$ cat src/rtl/ethpipe_csr_pkg.sv
// Shared word-index map and helpers for the ethpipe BAR0 register bank.
package ethpipe_csr_pkg;

    localparam logic [5:0] CSR_GCNT0      = 6'h02;
    localparam logic [5:0] CSR_GCNT1      = 6'h03;
    localparam logic [5:0] CSR_GCNT2      = 6'h04;
    localparam logic [5:0] CSR_GCNT3      = 6'h05;
    localparam logic [5:0] CSR_INTR_PEND  = 6'h08;
    localparam logic [5:0] CSR_INTR_MASK  = 6'h09;
    localparam logic [5:0] CSR_DMA_LEN0   = 6'h0A;
    localparam logic [5:0] CSR_DMA_LEN1   = 6'h0B;
    localparam logic [5:0] CSR_DMA_EN     = 6'h0C;
    localparam logic [5:0] CSR_PORT_BASE  = 6'h10;
    localparam int         CSR_PORT_STRIDE = 4;

    // The bus carries register byte 0 on the upper data lane and byte 1 on the lower one.
    function automatic logic [15:0] byte_swap(input logic [15:0] d);
        return {d[7:0], d[15:8]};
    endfunction

    // First word index of the four-word window belonging to port p.
    function automatic logic [5:0] port_base(input int p);
        return CSR_PORT_BASE + 6'(p * CSR_PORT_STRIDE);
    endfunction

endpackage

$ cat src/rtl/ethpipe_csr_intr.sv
// Per-port interrupt pending/mask bank with write-1-to-clear and registered summary.
module ethpipe_csr_intr
    import ethpipe_csr_pkg::*;
#(
    parameter int NPORT = 2
) (
    input  logic             clk_125,
    input  logic             sys_rst,
    input  logic [NPORT-1:0] port_intr,
    input  logic             pend_clr_we,
    input  logic [NPORT-1:0] pend_clr,
    input  logic             mask_we,
    input  logic [NPORT-1:0] mask_wdata,
    output logic [NPORT-1:0] pending,
    output logic [NPORT-1:0] mask,
    output logic             sys_intr
);

    // Pending bits: a new event overrides a clear landing in the same cycle.
    // NOTE: sequential state uses <= so every register samples pre-edge values; sys_intr below therefore sees last cycle's pending.
    always_ff @(posedge clk_125) begin
        if (sys_rst) begin
            pending  <= '0;
            mask     <= '1;
            sys_intr <= 1'b0;
        end else begin
            pending  <= (pending & ~(pend_clr_we ? pend_clr : '0)) | port_intr;
            if (mask_we) mask <= mask_wdata;
            sys_intr <= |(pending & mask);
        end
    end

endmodule

$ cat src/rtl/ethpipe_csr.sv
// BAR0 register bank: global counter, DMA length, per-port DMA addresses/enables, interrupts.
module ethpipe_csr
    import ethpipe_csr_pkg::*;
#(
    parameter int          NPORT           = 2,
    parameter logic [31:0] LEN_RST         = 32'h0001_0000,
    parameter logic [31:0] ADDR_RST_BASE   = 32'h1000_0000,
    parameter logic [31:0] ADDR_RST_STRIDE = 32'h0010_0000
) (
    input  logic                 clk_125,
    input  logic                 sys_rst,
    input  logic [6:0]           slv_bar_i,
    input  logic                 slv_ce_i,
    input  logic                 slv_we_i,
    input  logic [19:1]          slv_adr_i,
    input  logic [15:0]          slv_dat_i,
    input  logic [1:0]           slv_sel_i,
    output logic [15:0]          slv_dat_o,
    output logic [63:0]          global_counter,
    input  logic [NPORT-1:0]     port_intr,
    output logic [19:0]          dma_length,
    output logic [30*NPORT-1:0]  dma_addr_start,
    input  logic [30*NPORT-1:0]  dma_addr_cur,
    output logic [NPORT-1:0]     dma_enable,
    output logic                 sys_intr
);

    logic [5:0]       idx;
    logic             bar_rd;
    logic             rd_en;
    logic             wr_en;
    logic [15:0]      rd_view;
    logic [15:0]      wmask;
    logic [15:0]      wdata_m;
    logic [15:0]      wr_val;
    logic [NPORT-1:0] intr_pending;
    logic [NPORT-1:0] intr_mask;
    // Word 0 of the counter is always returned live, so only words 1-3 need a snapshot.
    logic [63:16]     gcnt_shadow;
    // Only the high word of a current address is ever returned from the snapshot.
    logic [15:0]      cur_shadow [NPORT];
    logic             unused_ok;

    assign idx     = slv_adr_i[6:1];
    assign bar_rd  = slv_ce_i & slv_bar_i[0] & ~slv_we_i;
    assign rd_en   = bar_rd & (slv_adr_i[11:7] == 5'd0);
    assign wr_en   = slv_ce_i & slv_bar_i[0] & slv_we_i & (slv_adr_i[11:7] == 5'd0);
    assign wmask   = {{8{slv_sel_i[0]}}, {8{slv_sel_i[1]}}};
    assign wdata_m = byte_swap(slv_dat_i) & wmask;
    // Writes merge the enabled bytes into the register's current view.
    assign wr_val  = (rd_view & ~wmask) | wdata_m;
    assign unused_ok = ^{slv_bar_i[6:1], slv_adr_i[19:12]};

    // Register view of the addressed word, in register byte order, zero when unmapped.
    // NOTE: rd_view is defaulted before the case so no path through the block leaves it unassigned (no latch).
    always_comb begin
        rd_view = 16'h0000;
        case (idx)
            CSR_GCNT0:     rd_view = global_counter[15:0];
            CSR_GCNT1:     rd_view = gcnt_shadow[31:16];
            CSR_GCNT2:     rd_view = gcnt_shadow[47:32];
            CSR_GCNT3:     rd_view = gcnt_shadow[63:48];
            CSR_INTR_PEND: rd_view = 16'(intr_pending);
            CSR_INTR_MASK: rd_view = 16'(intr_mask);
            CSR_DMA_LEN0:  rd_view = {dma_length[13:0], 2'b00};
            CSR_DMA_LEN1:  rd_view = {10'd0, dma_length[19:14]};
            CSR_DMA_EN:    rd_view = 16'(dma_enable);
            default:       ;
        endcase
        for (int p = 0; p < NPORT; p++) begin
            if ((idx & 6'h3C) == port_base(p)) begin
                case (idx[1:0])
                    2'd0:    rd_view = {dma_addr_start[p*30 +: 14], 2'b00};
                    2'd1:    rd_view = dma_addr_start[p*30+14 +: 16];
                    2'd2:    rd_view = {dma_addr_cur[p*30 +: 14], 2'b00};
                    default: rd_view = cur_shadow[p];
                endcase
            end
        end
    end

    // Counter, read data, snapshots and writable DMA registers.
    always_ff @(posedge clk_125) begin
        if (sys_rst) begin
            global_counter <= 64'd0;
            gcnt_shadow    <= '0;
            slv_dat_o      <= 16'h0000;
            dma_length     <= LEN_RST[21:2];
            dma_enable     <= '0;
            for (int p = 0; p < NPORT; p++) begin
                dma_addr_start[p*30 +: 30] <= 30'((ADDR_RST_BASE + ADDR_RST_STRIDE * 32'(p)) >> 2);
                cur_shadow[p]              <= 16'h0000;
            end
        end else begin
            global_counter <= global_counter + 64'd1;
            if (bar_rd) slv_dat_o <= rd_en ? byte_swap(rd_view) : 16'h0000;
            if (rd_en && idx == CSR_GCNT0) gcnt_shadow <= global_counter[63:16];
            if (wr_en) begin
                case (idx)
                    CSR_DMA_LEN0: dma_length[13:0]  <= wr_val[15:2];
                    CSR_DMA_LEN1: dma_length[19:14] <= wr_val[5:0];
                    CSR_DMA_EN:   dma_enable        <= wr_val[NPORT-1:0];
                    default:      ;
                endcase
            end
            for (int p = 0; p < NPORT; p++) begin
                if ((idx & 6'h3C) == port_base(p)) begin
                    if (wr_en && idx[1:0] == 2'd0) dma_addr_start[p*30 +: 14]    <= wr_val[15:2];
                    if (wr_en && idx[1:0] == 2'd1) dma_addr_start[p*30+14 +: 16] <= wr_val;
                    if (rd_en && idx[1:0] == 2'd2) cur_shadow[p] <= dma_addr_cur[p*30+14 +: 16];
                end
            end
        end
    end

    ethpipe_csr_intr #(.NPORT(NPORT)) u_intr (
        .clk_125     (clk_125),
        .sys_rst     (sys_rst),
        .port_intr   (port_intr),
        .pend_clr_we (wr_en && idx == CSR_INTR_PEND),
        .pend_clr    (wdata_m[NPORT-1:0]),
        .mask_we     (wr_en && idx == CSR_INTR_MASK),
        .mask_wdata  (wr_val[NPORT-1:0]),
        .pending     (intr_pending),
        .mask        (intr_mask),
        .sys_intr    (sys_intr)
    );

endmodule
$ cat config.mk
export PLATFORM = sky130hd
export DESIGN_NAME = ethpipe_csr
export DESIGN_NICKNAME = d
export VERILOG_FILES = /design/src/rtl/ethpipe_csr_pkg.sv /design/src/rtl/ethpipe_csr_intr.sv /design/src/rtl/ethpipe_csr.sv
export SDC_FILE = /design/constraint.sdc
export NUM_CORES = 1
export LEC_CHECK = 0
export ABC_AREA = 1
export BUFFER_PORTS_ARGS = -buffer_cell sky130_fd_sc_hd__buf_2
export CAP_MARGIN = 20
export CORE_MARGIN = 4
export CORE_UTILIZATION = 50
export DETAILED_ROUTE_END_ITERATION = 10
export HOLD_SLACK_MARGIN = 0.06
export PLACE_DENSITY = 0.83
export SLEW_MARGIN = 10
export SYNTH_ARGS = -nofsm -noshare
export SYNTH_HDL_FRONTEND = slang
export SYNTH_SLANG_ARGS = --single-unit
$ cat constraint.sdc
create_clock -name clk_125 -period 2.3 [get_ports clk_125]
set_input_delay 0 -clock clk_125 [delete_from_list [all_inputs] [get_ports clk_125]]
set_output_delay 0 -clock clk_125 [all_outputs]
set_load 0.02 [all_outputs]
==> results of run 1 <==
==> layout by cell type (no fill, tap or decap), types with 2 or more instances in the layout <==
cell type / instances
o21a_1: 25
dlygate4sd3_1: 64
inv_2: 14
or2_2: 16
o21ai_0: 100
buf_2: 257
buf_4: 42
edfxtp_1: 32
clkinv_1: 2
o21ai_1: 7
xor2_1: 3
clkinv_2: 7
or2_0: 4
nand4_1: 67
buf_12: 4
bufinv_16: 2
nand2_2: 3
dfxtp_1: 215
nor3_1: 46
clkbuf_16: 27
nor2_4: 8
o22ai_1: 6
a21oi_1: 176
o211ai_1: 9
nand3_1: 136
inv_1: 201
nand2_1: 442
clkbuf_1: 4
clkbuf_8: 8
nand3_2: 2
nor2_2: 10
nor2_1: 225
diode_2: 2
==> per-layer routing <==
layer	GRT usage, %	vias up	wire length [microns]
met5	0	-	11
met4	15.8	2	2770
met3	5.49	184	5140
met2	59.2	924	23300
met1	46.1	6582	19100
li1	-	6636	-
==> worst max-delay path by stage <==
stage,startpoint,end,slack [ns]
3_5_place_dp,global_counter[0],global_counter[60],0.30
6_report,global_counter[2],global_counter[45],0.24
2_1_floorplan,slv_adr_i[10],cur_shadow[0][0],-0.21
4_1_cts,global_counter[0],global_counter[60],0.26
3_3_place_gp,global_counter[17],global_counter[60],0.31
5_1_grt,global_counter[17],global_counter[60],0.04
==> worst min-delay path, stage by stage <==
cell     delay, ns
buf_2         0.16
o21ai_0       0.17
nand3_1       0.11
nand3_1       0.09
a21oi_1       0.06
==> area by class of cell <==
type / count / area [sq um] / area share, %
antenna: 2 / 5.00 / 0.0319
clock inverter: 11 / 111 / 0.709
sequential: 247 / 5270 / 33.5
clock buffer: 39 / 801 / 5.10
tap: 324 / 405 / 2.58
timing repair buffer: 367 / 2320 / 14.8
inverter: 218 / 821 / 5.23
multi-input combinational: 1293 / 5970 / 38.0
==> repair_timing <==
item | 4_1_cts | 5_1_grt
setup endpoints to repair | 0 | 1
gates resized for setup | 0 | 1
hold endpoints to repair | 165 | 0
hold buffers | 64 | 0
==> flip-flops by register name, summed over array words and instances (netlist names) <==
register         count
cur_shadow          32
dma_addr_start      60
dma_enable           2
dma_length          20
gcnt_shadow         48
global_counter      64
slv_dat_o           16
u_intr.mask          2
u_intr.pending       2
u_intr.sys_intr      1
==> logic make-up (layout without fill, tap and decap cells) <==
group / count (synthesis) / count (layout) / share of synthesized area (%)
AO/OA/AOI/OAI: 325 / 325 / 13.9
adder cells (fa/ha/maj): 1 / 1 / 0.101
AND/OR/NAND/NOR: 964 / 964 / 33.9
XOR/XNOR: 3 / 3 / 0.212
other: 0 / 2 / 0
flip-flops: 247 / 247 / 42.5
buffers and inverters: 292 / 635 / 9.43
==> power groups by stage <==
stage | combinational [W] | clock (W) | sequential (W)
4_1_cts | 0.000579 | 0.00448 | 0.00442
3_3_place_gp | 0.000487 | 0 | 0.00451
6_report | 0.000607 | 0.00448 | 0.00442
2_1_floorplan | 0.000267 | 0 | 0.00452
3_5_place_dp | 0.000495 | 0 | 0.00451
5_1_grt | 0.000643 | 0.00465 | 0.00442
==> through the flow <==
| stage | cells | total power [W] | cell area [sq um] |
|---|---|---|---|
| 5_1_grt | 2499 | 0.00972 | 15700 |
| 3_5_place_dp | 2385 | 0.00501 | 14100 |
| 6_report | 2501 | 0.00951 | 15700 |
| 4_1_cts | 2499 | 0.00948 | 15700 |
| 2_1_floorplan | 1832 | 0.00478 | 12400 |
| 3_3_place_gp | 2385 | 0.00500 | 14100 |
==> summary.md, run 1 <==
| Metric | Value |
|---|---|
| Share of flip-flops with an asynchronous set or reset | 0% |
| Post-synth top flop | dfxtp_1 |
| Status | completed |
| Clk pwr share | 47.2% |
| Yosys reg bits | 247 |
| Antenna violations before repair | 2 |
| First-pass GRT wire length | 75.6 mm |
| Number of detailed-routing iterations run before antenna repair | 6 |
| Tightest Pin Transition | 0.659 ns |
| Syn Std Cell Area | 12400 sq um |
| Leak pwr | 6.87 nW |
| Wire length per cell | 20.1 microns |
| Yosys cell types | 37 |
| Syn Inst Count | 1832 |
| Number of enable flip-flop cells after synthesis | 32 |
| Clock tree sinks | 247 |
| Fmax | 485 MHz |
| R2R depth | 7 |
| Die Height | 165 microns |
| Clock Latency Late Sink | 0.55 ns |
| Post-CTS setup buffers | 0 |
| Post-route minimum period | 2.06 ns |
| Sw Pwr | 0.00224 W |
| Die area | 27400 sq um |
| CP endpoint kind | flip-flop |
| Pint | 0.00727 W |
| Most common cell in the netlist | nand2_1 |
| Ports | 273 |
| Worst Hold End | slv_dat_o[9] |
| Residual DRC | 0 |
| Fillers | 2174 |
| Area grow syn2layout | 26.6% |
| Dominant cells by area after synthesis | dfxtp_1 35%, nand2_1 13%, edfxtp_1 7.7%, a21oi_1 7.1%, nor2_1 6.8% |
| Combinational group share of total power | 6.4% |
| Start point of the worst hold path | slv_adr_i[3] |
| CTS max path bufs | 3 |
| CP Launch Type | flip-flop |
| Share of the synthesized area in the top cell type | 34.7% |
| H-tree depth | 1 |
| Starting DRT DRC Count | 1841 |
| CTS tree | done |
| Worst EP arrival | 2.53 ns |
| IO buf count | 258 |
| Worst R2R Setup Slack | 0.24 ns |
| Critical Path RT | 2.76 ns |
| Critical path fanouts, max | 7 |
| Number of global-route vias before repair | 13400 |
| Post-detail-place hpwl | 37.4 mm |
| Critical path class | reg -> reg |
| Synth top cells by count | 442 x nand2_1, 226 x nor2_1, 215 x dfxtp_1, 201 x inv_1, 176 x a21oi_1 |
| Fin worst setup slack | 0.238 ns |
| GP Congestion | 0.978 |
| Syn_nets | 1943 |
| RSZ-0062 raised after global routing | false |
| Crit-path slowest cell | dfxtp_1 |
| Worst path bufs/invs | 1 |
| Max_slew headroom | 56.0% |
| Syn Area/Cell | 6.77 sq um |
| Overall Global Routing Usage | 35.7% |
| Nets@finish | 2265 |
| Worst R2R Start | global_counter[2] |
| Delay of the slowest critical-path stage | 0.50 ns |
| Switching Share | 23.6% |
| Worst VDD drop | 0.494 mV |
| Largest net degree at the start of global routing | 112 |
| Initial core utilization | 50.8% |
| Sequential cell area fraction in the yosys report | 42.5% |
| Min-delay worst type | in -> reg |
| Root Buffer | clkbuf_16 |
| Clock transition at the registers of the reported paths | 0.07 ns |
| Final Core Density | 64.4% |
| Final clock skew | 0.0107 ns |
| R2r endpoint | global_counter[45] |
| Ys Warns | 0 |
| Post-synth top area cell | dfxtp_1 |
| CP Depth | 7 |
| Sequential power share | 46.5% |
| Worst Hold Depth | 5 |
| Share of layout cells above drive strength 1 | 18.7% |
| Setup violations, final | 0 |
| Vias/cell | 5.73 |
| Routed Antenna Nets | 0 |
| CTS buffer count | 27 |
| Die Width | 165 microns |
| Final Hold Fails | 0 |
| Total congestion overflow | 0 |
| Final wirelength | 50.4 mm |
| DR vias | 14300 |
| Row cnt | 57 |
| Pwr dens | 606 nW/um^2 |
| CP Cell Sequence | nand3_2, nor2_1, inv_1, nor2_2, nand3_1, or2_0, a21oi_1 |
| TNS Setup | 0 ns |
| Pins Over Slew Limit | 0 |
| Min Hold Slack | 0.0871 ns |
| Maxcap violations | 0 |
| Pre-CTS WS | 0.297 ns |
| CP top delay family | simple AND/OR/NAND/NOR gates |
| Crit share post-route | 89.6% |
| CORE AREA | 24400 sq um |
(Power assumes the default switching activity.)
==> run 2, diff against run 1 <==
Settings changed: REMOVE_ABC_BUFFERS set to 1.
Clock period 2.3 ns to 1.84 ns, I/O delays scaled along.
==> run 2 against run 1 <==
Compared with the run above:
- power grew 27%
- design area grew 6.8%
- register-to-register slack lost 0.19 ns
- combinational power grew 35%
- wire length grew 4.5%
- via count grew 4.6%
- largest cell class unchanged
- non-clock buffer count grew 108
- utilization grew 4.4 points
- count of clock-buffer cells in the layout shrank 10
- critical endpoint is now global_counter[63]
- critical path depth is the same
- worst hold slack lost 0.023 ns
- global-route usage grew 1.8 points
==> summary.md, run 2 (synthesis results as in run 1) <==
| Metric | Value |
|---|---|
| Worst VDD drop | 0.675 mV (+37%) |
| Pre-CTS WS | 0.0494 ns (-0.247 ns) |
| Worst R2R Start | global_counter[39] |
| Die Width | 165 microns (unchanged) |
| Clock tree sinks | 247 (unchanged) |
| IO buf count | 258 (unchanged) |
| CORE AREA | 24400 sq um (unchanged) |
| CP Launch Point | global_counter[39] |
| Critical path class | reg -> reg |
| CP top delay family | simple AND/OR/NAND/NOR gates |
| Overall Global Routing Usage | 37.5% (+1.8 points) |
| Number of detailed-routing iterations run before antenna repair | 6 (unchanged) |
| H-tree depth | 1 (unchanged) |
| Nets@finish | 2373 (+4.8%) |
| Root Buffer | clkbuf_16 |
| Routed Antenna Nets | 0 (unchanged) |
| Fin worst setup slack | 0.0440 ns (-0.194 ns) |
| Post-CTS setup buffers | 0 (unchanged) |
| Min-delay worst type | in -> reg |
| Most flops, register | global_counter |
| GP Congestion | 1.02 (+3.8%) |
| Routed wl met3 | 6.16 mm (+20%) |
| Area grow syn2layout | 35.2% |
| Met2 wire length | 24.1 mm (+3.4%) |
| Cell Area, Placed | 15000 sq um (+5.8%) |
| Residual DRC | 0 (unchanged) |
| Worst path bufs/invs | 0 (-1) |
| Ports | 273 (unchanged) |
| Maxcap violations | 0 (unchanged) |
| Most frequent cells in the layout | 439 x nand2_1, 257 x buf_2, 209 x nor2_1 |
| CTS tree | done |
| Final wirelength | 52.6 mm (+4.5%) |
| Final Hold Fails | 0 (unchanged) |
| Tightest Pin Transition | 0.681 ns (+0.0220 ns) |
| R2R depth | 7 (unchanged) |
| Worst EP arrival | 2.26 ns (-0.27 ns) |
| Routed metal-1 wirelength | 19.1 mm (about the same) |
| Final clock skew | 0.0244 ns (+0.0136 ns) |
| Row cnt | 57 (unchanged) |
| Clock transition at the registers of the reported paths | 0.06 ns (about the same) |
| Setup violations, final | 0 (unchanged) |
| Fmax | 557 MHz (+15%) |
| First-pass GRT wire length | 79.6 mm (+5.4%) |
| Commonest non-fill, non-tap cell in the layout | nand2_1 |
| Starting DRT DRC Count | 1905 (+3.5%) |
| Share of layout cells above drive strength 1 | 24.6% (+5.9 points) |
| Critical path fanouts, max | 4 (-3) |
| Delay of the slowest critical-path stage | 0.41 ns (-0.09 ns) |
| CTS buffer count | 27 (unchanged) |
| Antenna violations before repair | 1 (-1) |
| Worst R2R Setup Slack | 0.04 ns (-0.19 ns) |
| Crit share post-route | 97.6% (+8.0 points) |
| Pwr dens | 717 nW/um^2 (+18%) |
| RSZ-0062 raised after global routing | true |
| TNS Setup | 0 ns (unchanged) |
| Critical Path RT | 2.31 ns (-0.45 ns) |
| Cell mode on critical path | nand2_1 |
| Largest net degree at the start of global routing | 112 (unchanged) |
| DR vias | 15000 (+4.6%) |
| Pins Over Slew Limit | 0 (unchanged) |
| Leak pwr | 7.48 nW (+8.9%) |
| CP endpoint kind | flip-flop |
| Total congestion overflow | 0 (unchanged) |
| Max_slew headroom | 54.3% (-1.7 points) |
| CP Depth | 7 (unchanged) |
| Die area | 27400 sq um (unchanged) |
| Clock Latency Late Sink | 0.56 ns (about the same) |
| R2r endpoint | global_counter[63] |
| CP Launch Type | flip-flop |
| Initial core utilization | 50.8% (unchanged) |
| Vias/cell | 5.74 (+0.26%) |
| CTS max path bufs | 3 (unchanged) |
| Post-detail-place hpwl | 38.2 mm (+2.1%) |
| CP Cell Sequence | nand2_1, nor3_2, nand2_1, nor2_1, nand4_1, or2_2, a21oi_1 |
| Critical Path End | global_counter[63] |
| Min Hold Slack | 0.0643 ns (-0.0228 ns) |
| Crit-path slowest cell | dfxtp_1 |
| Largest regs | global_counter x64, dma_addr_start x60, gcnt_shadow x48 |
| Top sig layer | met4 |
| Design area | 16800 sq um (+6.8%) |
| Post-route minimum period | 1.80 ns (-0.266 ns) |
| Wire length per cell | 20.2 microns (+0.25%) |
| Number of global-route vias before repair | 14500 (+8.8%) |
| Die Height | 165 microns (unchanged) |
| Max FFs per register | 64 (unchanged) |
| Status | completed |
==> run 2: cell types whose count changed in the layout (fill, tap and decap cells not counted), moves of 11 or more <==
cell,before,now
dfxtp_1,215,204
buf_4,42,137
nor3_2,1,15
nor2_2,10,26
nor2_1,225,209
nor3_1,46,30
==> run 2: worst min-delay path by stage <==
stage | start | end | slack [ns] | depth (start not counted)
floorplan | sys_rst | global_counter[0] | 0.07 | 1
global placement | port_intr[0] | u_intr.pending[0] | 0.25 | 3
detailed placement | port_intr[0] | u_intr.pending[0] | 0.25 | 3
CTS | dma_addr_cur[6] | slv_dat_o[0] | 0.07 | 7
global route | dma_addr_cur[6] | slv_dat_o[0] | 0.11 | 7
finish | dma_addr_cur[11] | slv_dat_o[5] | 0.06 | 7
==> run 2: final cells by class <==
type / instances / area (sq um)
Fill cell: 2001 / 7620
Multi-Input combinational cell: 1293 / 6130
Sequential cell: 247 / 5280
Timing Repair Buffer: 475 / 3220
Inverter: 218 / 821
Clock buffer: 29 / 693
Tap cell: 324 / 405
Clock inverter: 21 / 221
Antenna cell: 1 / 2.50
==> run 2: worst min-delay path: cells and delay by family <==
family                 cells  cell delay (ns)
AO/OA/AOI/OAI              2             0.19
buffers and inverters      1             0.10
AND/OR/NAND/NOR            4             0.28
==> run 2: layer usage <==
layer / vias up / track usage (%)
li1: 6840 / -
met1: 6846 / 45.7
met2: 1060 / 61.6
met3: 234 / 9.08
met4: 0 / 19.4
met5: - / 0
==> run 2: power by group <==
group          switching (W)  internal (W)  leakage (nW)
combinational       0.000502      0.000317          4.99
sequential         0.0000214       0.00550          2.04
clock                0.00239       0.00330         0.450
==> run 2: stage by stage <==
stage	total power [W]	util (%)	instances
5_1_grt	0.0123	68.7	2607
3_5_place_dp	0.00629	61.3	2485
4_1_cts	0.0120	68.0	2607
6_report	0.0120	68.8	2608
3_3_place_gp	0.00629	61.3	2485
2_1_floorplan	0.00591	-	1758
==> run 2: repair_timing <==
action,4_1_cts,5_1_grt
resized for setup,1,58
pin swaps,0,3
endpoints found under the hold margin,159,0
setup endpoints to repair,1,23
hold buffers,72,0
